[src/rtl/cont_mod2_decoder_pkg.sv]
// Shared step-code and direction encodings for the 2-bit counter decoder.
package cont_mod2_decoder_pkg;

    // (S - prev) mod 4 maps directly onto these codes
    typedef enum logic [1:0] {
        HOLD    = 2'd0,
        STEP_UP = 2'd1,
        ILLEGAL = 2'd2,
        STEP_DN = 2'd3
    } step_e;

    localparam logic DIR_UP = 1'b1;
    localparam logic DIR_DN = 1'b0;

endpackage

[src/rtl/cont_mod2_decoder_sync_ff_chain.sv]
// Multi-flop synchroniser with a companion valid shift register marking
// when a genuine post-reset sample has reached the last stage.
module sync_ff_chain #(
    parameter int STAGES = 2,
    parameter int W      = 2
) (
    input  logic         clk,
    input  logic         rst,
    input  logic [W-1:0] d_i,
    output logic [W-1:0] q_o,
    output logic         vld_o
);

    logic [STAGES-1:0][W-1:0] ff_q;
    logic [STAGES-1:0]        vld_q;

    always_ff @(posedge clk) begin
        if (rst) begin
            ff_q  <= '0;
            vld_q <= '0;
        end else begin
            ff_q[0]  <= d_i;
            vld_q[0] <= 1'b1;
            for (int i = 1; i < STAGES; i++) begin
                ff_q[i]  <= ff_q[i-1];
                vld_q[i] <= vld_q[i-1];
            end
        end
    end

    assign q_o   = ff_q[STAGES-1];
    assign vld_o = vld_q[STAGES-1];

endmodule

[src/rtl/cont_mod2_decoder.sv]
// Recovers direction, step pulses and a saturating signed position from an
// asynchronous 2-bit up/down counter code; flags illegal two-step jumps.
module cont_mod2_decoder
    import cont_mod2_decoder_pkg::*;
#(
    parameter int SYNC_STAGES = 2,
    parameter int POS_W       = 8
) (
    input  logic                    Clk,
    input  logic                    Rst,
    input  logic                    Q1,
    input  logic                    Q0,
    input  logic                    Clr,
    output logic                    Up,
    output logic                    Dn,
    output logic                    Y,
    output logic signed [POS_W-1:0] Pos,
    output logic                    Err
);

    localparam logic signed [POS_W-1:0] POS_MAX = {1'b0, {(POS_W-1){1'b1}}};
    localparam logic signed [POS_W-1:0] POS_MIN = {1'b1, {(POS_W-1){1'b0}}};
    localparam logic [POS_W-1:0]        POS_ONE = {{(POS_W-1){1'b0}}, 1'b1};

    logic [1:0]              s;
    logic                    s_vld;
    logic [1:0]              prev_q, prev_d;
    logic                    primed_q, primed_d;
    logic                    up_q, up_d, dn_q, dn_d, y_q, y_d, err_q, err_d;
    logic signed [POS_W-1:0] pos_q, pos_d;
    logic                    illegal;
    step_e                   step;

    sync_ff_chain #(.STAGES(SYNC_STAGES), .W(2)) u_sync (
        .clk   (Clk),
        .rst   (Rst),
        .d_i   ({Q1, Q0}),
        .q_o   (s),
        .vld_o (s_vld)
    );

    assign step = step_e'(s - prev_q);

    always_ff @(posedge Clk) begin
        if (Rst) begin
            prev_q   <= '0;
            primed_q <= 1'b0;
            up_q     <= 1'b0;
            dn_q     <= 1'b0;
            y_q      <= DIR_UP;
            pos_q    <= '0;
            err_q    <= 1'b0;
        end else begin
            prev_q   <= prev_d;
            primed_q <= primed_d;
            up_q     <= up_d;
            dn_q     <= dn_d;
            y_q      <= y_d;
            pos_q    <= pos_d;
            err_q    <= err_d;
        end
    end

    // Priming waits for the synchroniser to fill so the reset zeros are
    // never mistaken for a real counter code.
    always_comb begin
        prev_d   = prev_q;
        primed_d = primed_q;
        up_d     = 1'b0;
        dn_d     = 1'b0;
        y_d      = y_q;
        pos_d    = pos_q;
        err_d    = err_q;
        illegal  = 1'b0;
        if (s_vld) begin
            prev_d   = s;
            primed_d = 1'b1;
            if (primed_q) begin
                case (step)
                    STEP_UP: begin
                        up_d = 1'b1;
                        y_d  = DIR_UP;
                        if (pos_q != POS_MAX) pos_d = pos_q + POS_ONE;
                    end
                    STEP_DN: begin
                        dn_d = 1'b1;
                        y_d  = DIR_DN;
                        if (pos_q != POS_MIN) pos_d = pos_q - POS_ONE;
                    end
                    ILLEGAL: begin
                        illegal = 1'b1;
                        err_d   = 1'b1;
                    end
                    default: ;
                endcase
            end
        end
        // A fresh illegal jump survives a simultaneous clear
        if (Clr) begin
            pos_d = '0;
            err_d = illegal;
        end
    end

    assign Up  = up_q;
    assign Dn  = dn_q;
    assign Y   = y_q;
    assign Pos = pos_q;
    assign Err = err_q;

endmodule

[config.mk]
export PLATFORM = sky130hd
export DESIGN_NAME = cont_mod2_decoder
export DESIGN_NICKNAME = d
export VERILOG_FILES = /design/src/rtl/cont_mod2_decoder_pkg.sv /design/src/rtl/cont_mod2_decoder_sync_ff_chain.sv /design/src/rtl/cont_mod2_decoder.sv
export SDC_FILE = /design/constraint.sdc
export NUM_CORES = 1
export LEC_CHECK = 0
export ABC_CLOCK_PERIOD_IN_PS = 6900
export CORE_MARGIN = 8
export CORE_UTILIZATION = 55
export CTS_BUF_LIST = sky130_fd_sc_hd__clkbuf_16
export DETAILED_ROUTE_END_ITERATION = 16
export GPL_ROUTABILITY_DRIVEN = 0
export PLACE_DENSITY = 0.82
export SLEW_MARGIN = 5
export SYNTH_ARGS = -nofsm -noshare
export SYNTH_HDL_FRONTEND = slang
export SYNTH_SLANG_ARGS = --single-unit
[constraint.sdc]
create_clock -name Clk -period 6.9 [get_ports Clk]
set_clock_uncertainty 0.1 [all_clocks]
set_input_delay 1.035 -clock Clk [delete_from_list [all_inputs] [get_ports Clk]]
set_output_delay 1.035 -clock Clk [all_outputs]
set_load 0.005 [all_outputs]
Yosys cells after proc, flatten, opt, wreduce, memory -nomap -nowiden
Cells that the tools add are included.

storage, ports and cells
  bits in registers = 21
  bits in latches = 0
  bits in writable memories = 0
  bits in read-only memories = 0
  output and inout port bits = 12
  logic and storage cells = 46
  memories = 0

operators by class
  $add $sub $neg = 3
  multiply operators = 0
  divide/modulo/power cells = 0
  magnitude comparators = 0
  eq/ne operators = 7
  shifts and indexed selects = 0
  mux-type cells = 14
  bitwise logic cells = 2
  reductions and logical operators = 9

operators by type and width
  kind                                               count
  two-way mux 8 bit                                  2
  inequality test 8 bit (second input constant)      2
  case mux 8 bit (2 select lines)                    1
  two-way mux 1 bit                                  10
  adder 8 x 1 -> 8 bit (second input constant)       1
  nonzero test 2 bit                                 4
  subtractor 8 x 1 -> 8 bit (second input constant)  1
  AND reduction 3 bit                                2
  AND reduction 5 bit                                1
  == test 2 bit (second input constant)              2
  inequality test 2 bit (second input constant)      2
  OR reduction 3 bit                                 1
  == test 2 x 1 -> 1 bit (second input constant)     1
  inverter 1 bit                                     2
  case mux 1 bit (2 select lines)                    1
  OR reduction 2 bit                                 1
  subtractor 2 bit                                   1

Longest topological paths before layout
Gate-level depths: netlist (run 1).

  word-level depth = 6
  depth in mapped cells = 11
  depth with buffers taken out = 10

By module
Synthesis (run 1) repeated with hierarchy kept, for this count alone.

second synthesis, totals
  cells, all modules = 110
  area total of the unflattened synthesis = 1019.7 um2

by module, submodules not included
  module             times used  cells an instance  area an instance (um2)
  cont_mod2_decoder  1           96                 849.6
  sync_ff_chain      1           14                 170.2

Worst setup path before layout (run 1)
No wires, ideal clock.

  kind = reg-to-reg
  from = register u_sync.ff_q (netlist bit u_sync.q_o[0])
  to = register pos_q[4] (netlist: Pos[4])
  library setup time = 0.116 ns
  data arrival time = 2.250 ns
  data required time = 6.684 ns
  setup slack = 4.435 ns
  cell stages (with the launch flop) = 12
  path buffers = 1
  period minus slack after synthesis = 2.465 ns
  cells stage by stage = dfxtp_1 > inv_1 > ha_1 > xor3_2 > nor2b_4 > buf_6 > xor2_1 > ha_1 > or4_1 > mux2i_1 > a21oi_1 > a31o_1

between the ends
  word-level cells in the longest chain between the ends = 4

RTL lines
  item                                                                          RTL line                               RTL
  from (decl)                                                                   cont_mod2_decoder_sync_ff_chain.sv:14  logic [STAGES-1:0][W-1:0] ff_q;
  from (signal, indexed assignment)                                             cont_mod2_decoder_sync_ff_chain.sv:25  ff_q[i] <= ff_q[i-1];
  subtractor 2 bit *                                                            cont_mod2_decoder.sv:42                assign step = step_e'(s - prev_q);
  == test 2 bit or == test 2 x 1 -> 1 bit (tied branches)                       cont_mod2_decoder.sv:79                case (step)
  inequality test 2 bit (no source line) or nonzero test 2 bit (tied branches)  --
  AND reduction 5 bit (no source line)                                          --
  to (signal assigned)                                                          cont_mod2_decoder.sv:59                pos_q <= pos_d;
  to (decl)                                                                     cont_mod2_decoder.sv:30                logic signed [POS_W-1:0] pos_q, pos_d;

Mark *: on every way between the ends. The rest lies on a longest branch, timed or not.
A chain may end at the register's enable or synchronous reset.

Worst setup path in the final report (run 1)
Same ends and word-level chain as after synthesis.

==> results of run 1 <==
## state kept, by name, summed over array words and instances (netlist names)
signal        count
prev_q            2
u_sync.q_o        2
primed_q          1
Dn                1
Err               1
Up                1
Pos               8
Y                 1
u_sync.vld_q      2
u_sync.ff_q       2
## through the flow
stage          power, mW  setup WS (ps)
2_1_floorplan      0.138           4430
3_3_place_gp       0.141           4100
3_5_place_dp       0.142           4090
4_1_cts            0.261           4230
5_1_grt            0.269           4040
6_report           0.258           4220
## cells in the final DEF (no fill, tap or decap), types with 2 or more instances in the layout
| cell type | netlist | final |
|---|---|---|
| nand4_1 | 2 | 2 |
| nand3_1 | 5 | 5 |
| a31o_1 | 4 | 4 |
| nand2b_1 | 2 | 2 |
| dfxtp_1 | 21 | 21 |
| mux2_2 | 2 | 2 |
| inv_1 | 2 | 2 |
| nand2_1 | 8 | 8 |
| a21oi_1 | 6 | 6 |
| ha_1 | 2 | 2 |
| or3_1 | 2 | 2 |
| clkdlybuf4s50_1 | 0 | 16 |
| clkbuf_16 | 0 | 3 |
| nor4_1 | 2 | 2 |
| mux2i_1 | 6 | 6 |
| nor2b_1 | 5 | 5 |
| nor2_1 | 7 | 7 |
| nor3_1 | 9 | 9 |
| nor3_2 | 2 | 2 |
## layer usage
metal | share of wire | vias to the layer above | global-route usage | wire length [um]
met5 | 0 | - | 0 | 0
met4 | 0.016 | 0 | 0.0614 | 31
met3 | 0.035 | 5 | 0.0304 | 68
met2 | 0.46 | 16 | 0.193 | 916
met1 | 0.48 | 366 | 0.158 | 953
li1 | - | 410 | - | -
## final cells by class
type	instances	area, um2
clock inverter	1	5.00
timing repair buffer	16	160
clock buffer	3	75.1
fill	152	492
inverter	2	7.51
tap	25	31.3
sequential	21	420
multi-input combinational	78	536
## where the power goes
group | internal (mW) | switching, mW | total, mW
logic | 0.00685 | 0.00680 | 0.0137
registers | 0.124 | 0.00153 | 0.125
clock network | 0.0777 | 0.0418 | 0.120
total | 0.208 | 0.0502 | 0.258
## cell families (layout without fill, tap and decap cells)
| kind of cell | count (synthesis) | after routing | share of synthesized area |
|---|---|---|---|
| multiplexers | 8 | 8 | 0.0819 |
| AO/OA/AOI/OAI | 14 | 14 | 0.0955 |
| XOR/XNOR | 3 | 3 | 0.0422 |
| buffers and inverters | 10 | 22 | 0.0521 |
| adder cells (fa/ha/maj) | 2 | 2 | 0.0248 |
| AND/OR/NAND/NOR | 51 | 51 | 0.287 |
| flip-flops | 21 | 21 | 0.417 |
## path summary, 6_finish.rpt
path | startpoint | endpoint | slack, ps | depth (start not counted)
max | u_sync.q_o[0] | Pos[4] | 4220 | 10
min | u_sync.ff_q[1] | u_sync.q_o[1] | 340 | 1
max reg2reg | u_sync.q_o[0] | Pos[4] | 4220 | 10
min reg2reg | u_sync.ff_q[1] | u_sync.q_o[1] | 340 | 1
==> reports/qor.yml, run 1 <==
status:
  outcome: "completed"
setup_path:
  crit_type: "reg -> reg"
  cp-end-kind: "flop"
  crit_required_ps: 6940
  worst_path_dominant_cell_family: "simple AND/OR/NAND/NOR gates"
  crit_chain: "inv_1, ha_1, xor3_2, nor2b_4, xor2_1, ha_1, or4_1, mux2i_1, a21oi_1, a31o_1"
  path_common_cell: "ha_1"
  critPathMaxFanout: 8
  worst_path_max_delay_cell: "or4_1"
  startpoint_type: "flop"
  crit_arrival_ps: 2720
  path_buf_inv: 1
  cp_slowest_stage_delay_ps: 410
finish:
  fin_nets: 129
  fin_cells: 146
  final_area_um2: 1230
  final_util: 0.715
  drive_above_1_share: 0.0992
  syn_to_final_growth_pct: 22.5
  antennaDiodeCount: 0
placed_design:
  hpwl_um: 1390
  port_buffers: 16
  placed_cells: 142
  placed_area_um2: 1150
floorplanning:
  rows: 15
  die-width_um: 58.8
  io_pins: 17
  core-area_um2: 1730
  fp.dieH_um: 58.8
  initial_utilization: 0.584
  die-area_um2: 3460
timing:
  grt_setup_unrepaired: "no"
  relSlewSlack: 0.472
  tightest_slew_ps: 788
  hold_ws_ps: 337
  fin_crit_sh: 0.388
  hold_viol_final: 0
  fin_tns_setup_ps: 0
  fmax_mhz: 373
  setup_viol: 0
  fin_crit_ps: 2680
  drv_slew: 0
routing:
  drtPass1Iterations: 4
  ant_nets: 0
  drc_errors: 0
  wl_um: 1970
  vias_per_cell: 5.46
  wire_per_inst_um: 13.5
  drt_iter0_drc: 8
  vias: 797
pwr:
  vdd_drop_max_uv: 122
  leakagePower_nw: 0.456
  power.density_nw_per_um2: 209
clocking:
  clockBufferDepth: 2
  cts_resized: 0
  cts_hold_buf: 0
  cts_num_sinks: 21
  cts.clk_slew.worst_paths_ps: 50
  tritoncts: "yes"
  postCtsSetupBuffers: 0
  clkLatencyLatePin_ps: 250
  cts-root-buf: "clkbuf_16"
  cts_max_level: 1
  numCtsBuffers: 3
synthesis:
  yosysTopAreaCellShare: 0.417
  ys_seq_area_frac: 0.417
  synth_area_um2: 1010
  synth_flop_cell: "dfxtp_1"
  synth.distinct_cells: 34
  ys_warn_count: 0
  syn_nets: 116
  synth_edf_count: 0
  syn_area_per_cell_um2: 9.25
  synth_seq_cells: 21
  yosys-top-cells-count: "dfxtp_1, nor3_1, nand2_1"
  ys_async_sr_fraction: 0
  synth_cells: 109
  yosysTopAreaCell: "dfxtp_1"
  synth.most_common_cell: "dfxtp_1"
  synthTopCellsByArea: "dfxtp_1, mux2i_1, nor3_1, a31o_1, nor2b_1"
global_route:
  grt_pass1_vias: 760
  grt_pass1_wl_um: 3440
  overflow: 0
  grt_usage: 0.125
  grt_max_degree: 22
  grt_antenna_before_repair: 0
worst_hold_path:
  hp-class: "reg -> reg"
job:
  cap_viol_max_count: 0
No activity file was read; power rests on OpenSTA's default activity.
==> run 2, diff against run 1 <==
--- a/config.mk
+++ b/config.mk
@@ -5,13 +5,13 @@
 export SDC_FILE = /design/constraint.sdc
 export NUM_CORES = 1
 export LEC_CHECK = 0
-export ABC_CLOCK_PERIOD_IN_PS = 6900
+export ABC_CLOCK_PERIOD_IN_PS = 2500
 export CORE_MARGIN = 8
-export CORE_UTILIZATION = 55
+export CORE_UTILIZATION = 51
 export CTS_BUF_LIST = sky130_fd_sc_hd__clkbuf_16
 export DETAILED_ROUTE_END_ITERATION = 16
 export GPL_ROUTABILITY_DRIVEN = 0
-export PLACE_DENSITY = 0.82
+export PLACE_DENSITY = 0.77
 export SLEW_MARGIN = 5
 export SYNTH_ARGS = -nofsm -noshare
 export SYNTH_HDL_FRONTEND = slang
==> constraint.sdc (replaced) <==
create_clock -name Clk -period 2.5 [get_ports Clk]
set_clock_uncertainty 0.1 [all_clocks]
set_input_delay 0.375 -clock Clk [delete_from_list [all_inputs] [get_ports Clk]]
set_output_delay 0.375 -clock Clk [all_outputs]
set_load 0.005 [all_outputs]
==> run 2 against run 1 <==
Against the previous run: sequential cell count did not move; largest power group unchanged; routed wire length rose by 9.5%; via count increased by 9.0%; worst setup slack worse by 4100 ps; combinational power grew to 3.2 times the previous value; clock-buffer cell count did not move; global-route usage about the same; critical path depth did not move; utilization fell by 3.9 points; first-iteration DRC count up 75%; worst hold slack improved by 1.8 ps.
==> reports/qor.yml, run 2 (synthesis gave the netlist of run 1 again) <==
status:
  outcome: "completed"
finish:
  final_cell_mix: "dfxtp_1, clkdlybuf4s50_1, nor3_1"
  drive_above_1_share: 0.172  # +0.0727
  fin_cells: 155  # +6.2%
  final_util: 0.676  # -0.0388
  largest_reg_flops: 8  # unchanged
  antennaDiodeCount: 0  # unchanged
  final_area_um2: 1300  # +5.3%
  syn_to_final_growth_pct: 28.9
  final_common_cell: "dfxtp_1"
  fillCellCount: 171  # +13%
  fin_nets: 136  # +5.4%
setup_path:
  critPathMaxFanout: 5  # -3
  crit_type: "reg -> reg"
  crit_arrival_ps: 2450  # -270 ps
  crit_required_ps: 2540  # -4400 ps
  startpoint_type: "flop"
  cp-end-kind: "flop"
routing:
  wl_um: 2160  # +9.5%
  ant_nets: 0  # unchanged
  vias: 869  # +9.0%
  drt_iter0_drc: 14  # +6
  drtPass1Iterations: 5  # +1
  vias_per_cell: 5.61  # +2.7%
  drc_errors: 0  # unchanged
  wire_per_inst_um: 13.9  # +3.2%
global_route:
  grt_max_degree: 14  # -36%
  grt_pass1_vias: 810  # +6.6%
  overflow: 0  # unchanged
  grt_pass1_wl_um: 3480  # +1.2%
  grt_antenna_before_repair: 0  # unchanged
  grt_usage: 0.125  # -0.000222
timing:
  fin_crit_sh: 0.962  # +0.574
  relSlewSlack: 0.639  # +0.167
  setup_viol: 0  # unchanged
  setup_ws_ps: 95.6  # -4130 ps
  drv_slew: 0  # unchanged
  tightest_slew_ps: 536  # -251 ps
  fin_crit_ps: 2400  # -274 ps
  hold_viol_final: 0  # unchanged
  fmax_mhz: 416  # +11%
placed_design:
  port_buffers: 16  # unchanged
  place_ws_ps: 101  # -3990 ps
  hpwl_um: 1490  # +7.2%
  placed_cells: 148  # +4.2%
  placed_area_um2: 1190  # +2.8%
floorplanning:
  core-area_um2: 1920  # +11%
  die-area_um2: 3660  # +5.7%
  initial_utilization: 0.525  # -0.0593
  rows: 16  # +1
  fp.dieH_um: 60.5  # +2.8%
  io_pins: 17  # unchanged
  die-width_um: 60.5  # +2.8%
clocking:
  tritoncts: "yes"
  cts_num_sinks: 21  # unchanged
  numCtsBuffers: 3  # unchanged
  clkLatencyLatePin_ps: 250  # about the same
  cts_hold_buf: 0  # unchanged
  clockBufferDepth: 2  # unchanged
  cts.clk_slew.worst_paths_ps: 50  # about the same
  cts-root-buf: "clkbuf_16"
  cts_max_level: 1  # unchanged
pwr:
  seqPwrFrac: 0.484  # about the same
  power_uw: 714  # +180%
  leakagePower_nw: 0.497  # +9.0%
  power.density_nw_per_um2: 549  # +160%
  vdd_drop_max_uv: 339  # +180%
  power_frac_clock: 0.455  # -0.007
  swShare: 0.192  # -0.00170
  internal_power_uw: 577  # +180%
  p_comb_frac: 0.061  # +0.008
  switchingPower_uw: 137  # +170%
worst_hold_path:
  hp-class: "reg -> reg"
job:
  cap_viol_max_count: 0  # unchanged
-- run 2: changes by cell type in the layout (fill, tap and decap cells not counted), sizes merged --
cell / delta
inv: +1
buf: +7
clkinv: -1
-- run 2: final timing paths --
path | end | cells past startpoint | slack (ps) | start
worst min register to register | u_sync.q_o[1] | 1 | 340 | u_sync.ff_q[1]
worst max register to register | Pos[4] | 10 | 100 | u_sync.q_o[0]
worst max-delay path | Pos[4] | 10 | 100 | u_sync.q_o[0]
worst min-delay path | u_sync.q_o[1] | 1 | 340 | u_sync.ff_q[1]
-- run 2: routing by layer --
| metal | track usage | part of all wire | up-vias |
|---|---|---|---|
| met5 | 0 | 0 | - |
| met4 | 0.0631 | 0.013 | 0 |
| met3 | 0.0403 | 0.050 | 4 |
| met2 | 0.213 | 0.48 | 14 |
| met1 | 0.136 | 0.46 | 419 |
| li1 | - | - | 432 |
-- run 2: final cells by class --
class	count	area [um2]	share of cell area
Tap cell	27	33.8	0.0260
Multi-Input combinational cell	78	546	0.420
Timing Repair Buffer	23	213	0.164
Sequential cell	21	422	0.324
Clock buffer	3	75.1	0.0577
Inverter	2	7.51	0.00577
Clock inverter	1	3.75	0.00289
-- run 2: metrics by stage --
step                      TNS (ps)  hold slack [ps]
after floorplan                  0              314
after global placement           0              322
after detailed placement         0              323
after CTS                        0              338
after global routing         -19.2              357
final                            0              339
-- run 2: power groups by stage --
stage,Sequential (mW),Clock [mW],Combinational (mW)
floorplan,0.352,0,0.0281
global placement,0.353,0,0.0414
detailed placement,0.353,0,0.0423
CTS,0.346,0.331,0.0432
global route,0.346,0.343,0.0484
finish,0.346,0.325,0.0437
-- run 2: critical path, cell delays in order (launching register included) --
cell and delay [ps]:
dfxtp_2 320, inv_1 40, ha_1 190, xor3_2 230, nor2b_4 150, xor2_1 150, ha_2 220, or4_1 420
mux2i_2 210, a21oi_2 80, a31o_1 180
-- run 2: repair_timing --
| action | in CTS | in global routing |
|---|---|---|
| setup endpoints to repair | 0 | 1 |
| gates resized for setup | 0 | 4 |
| buffers inserted | 0 | 3 |
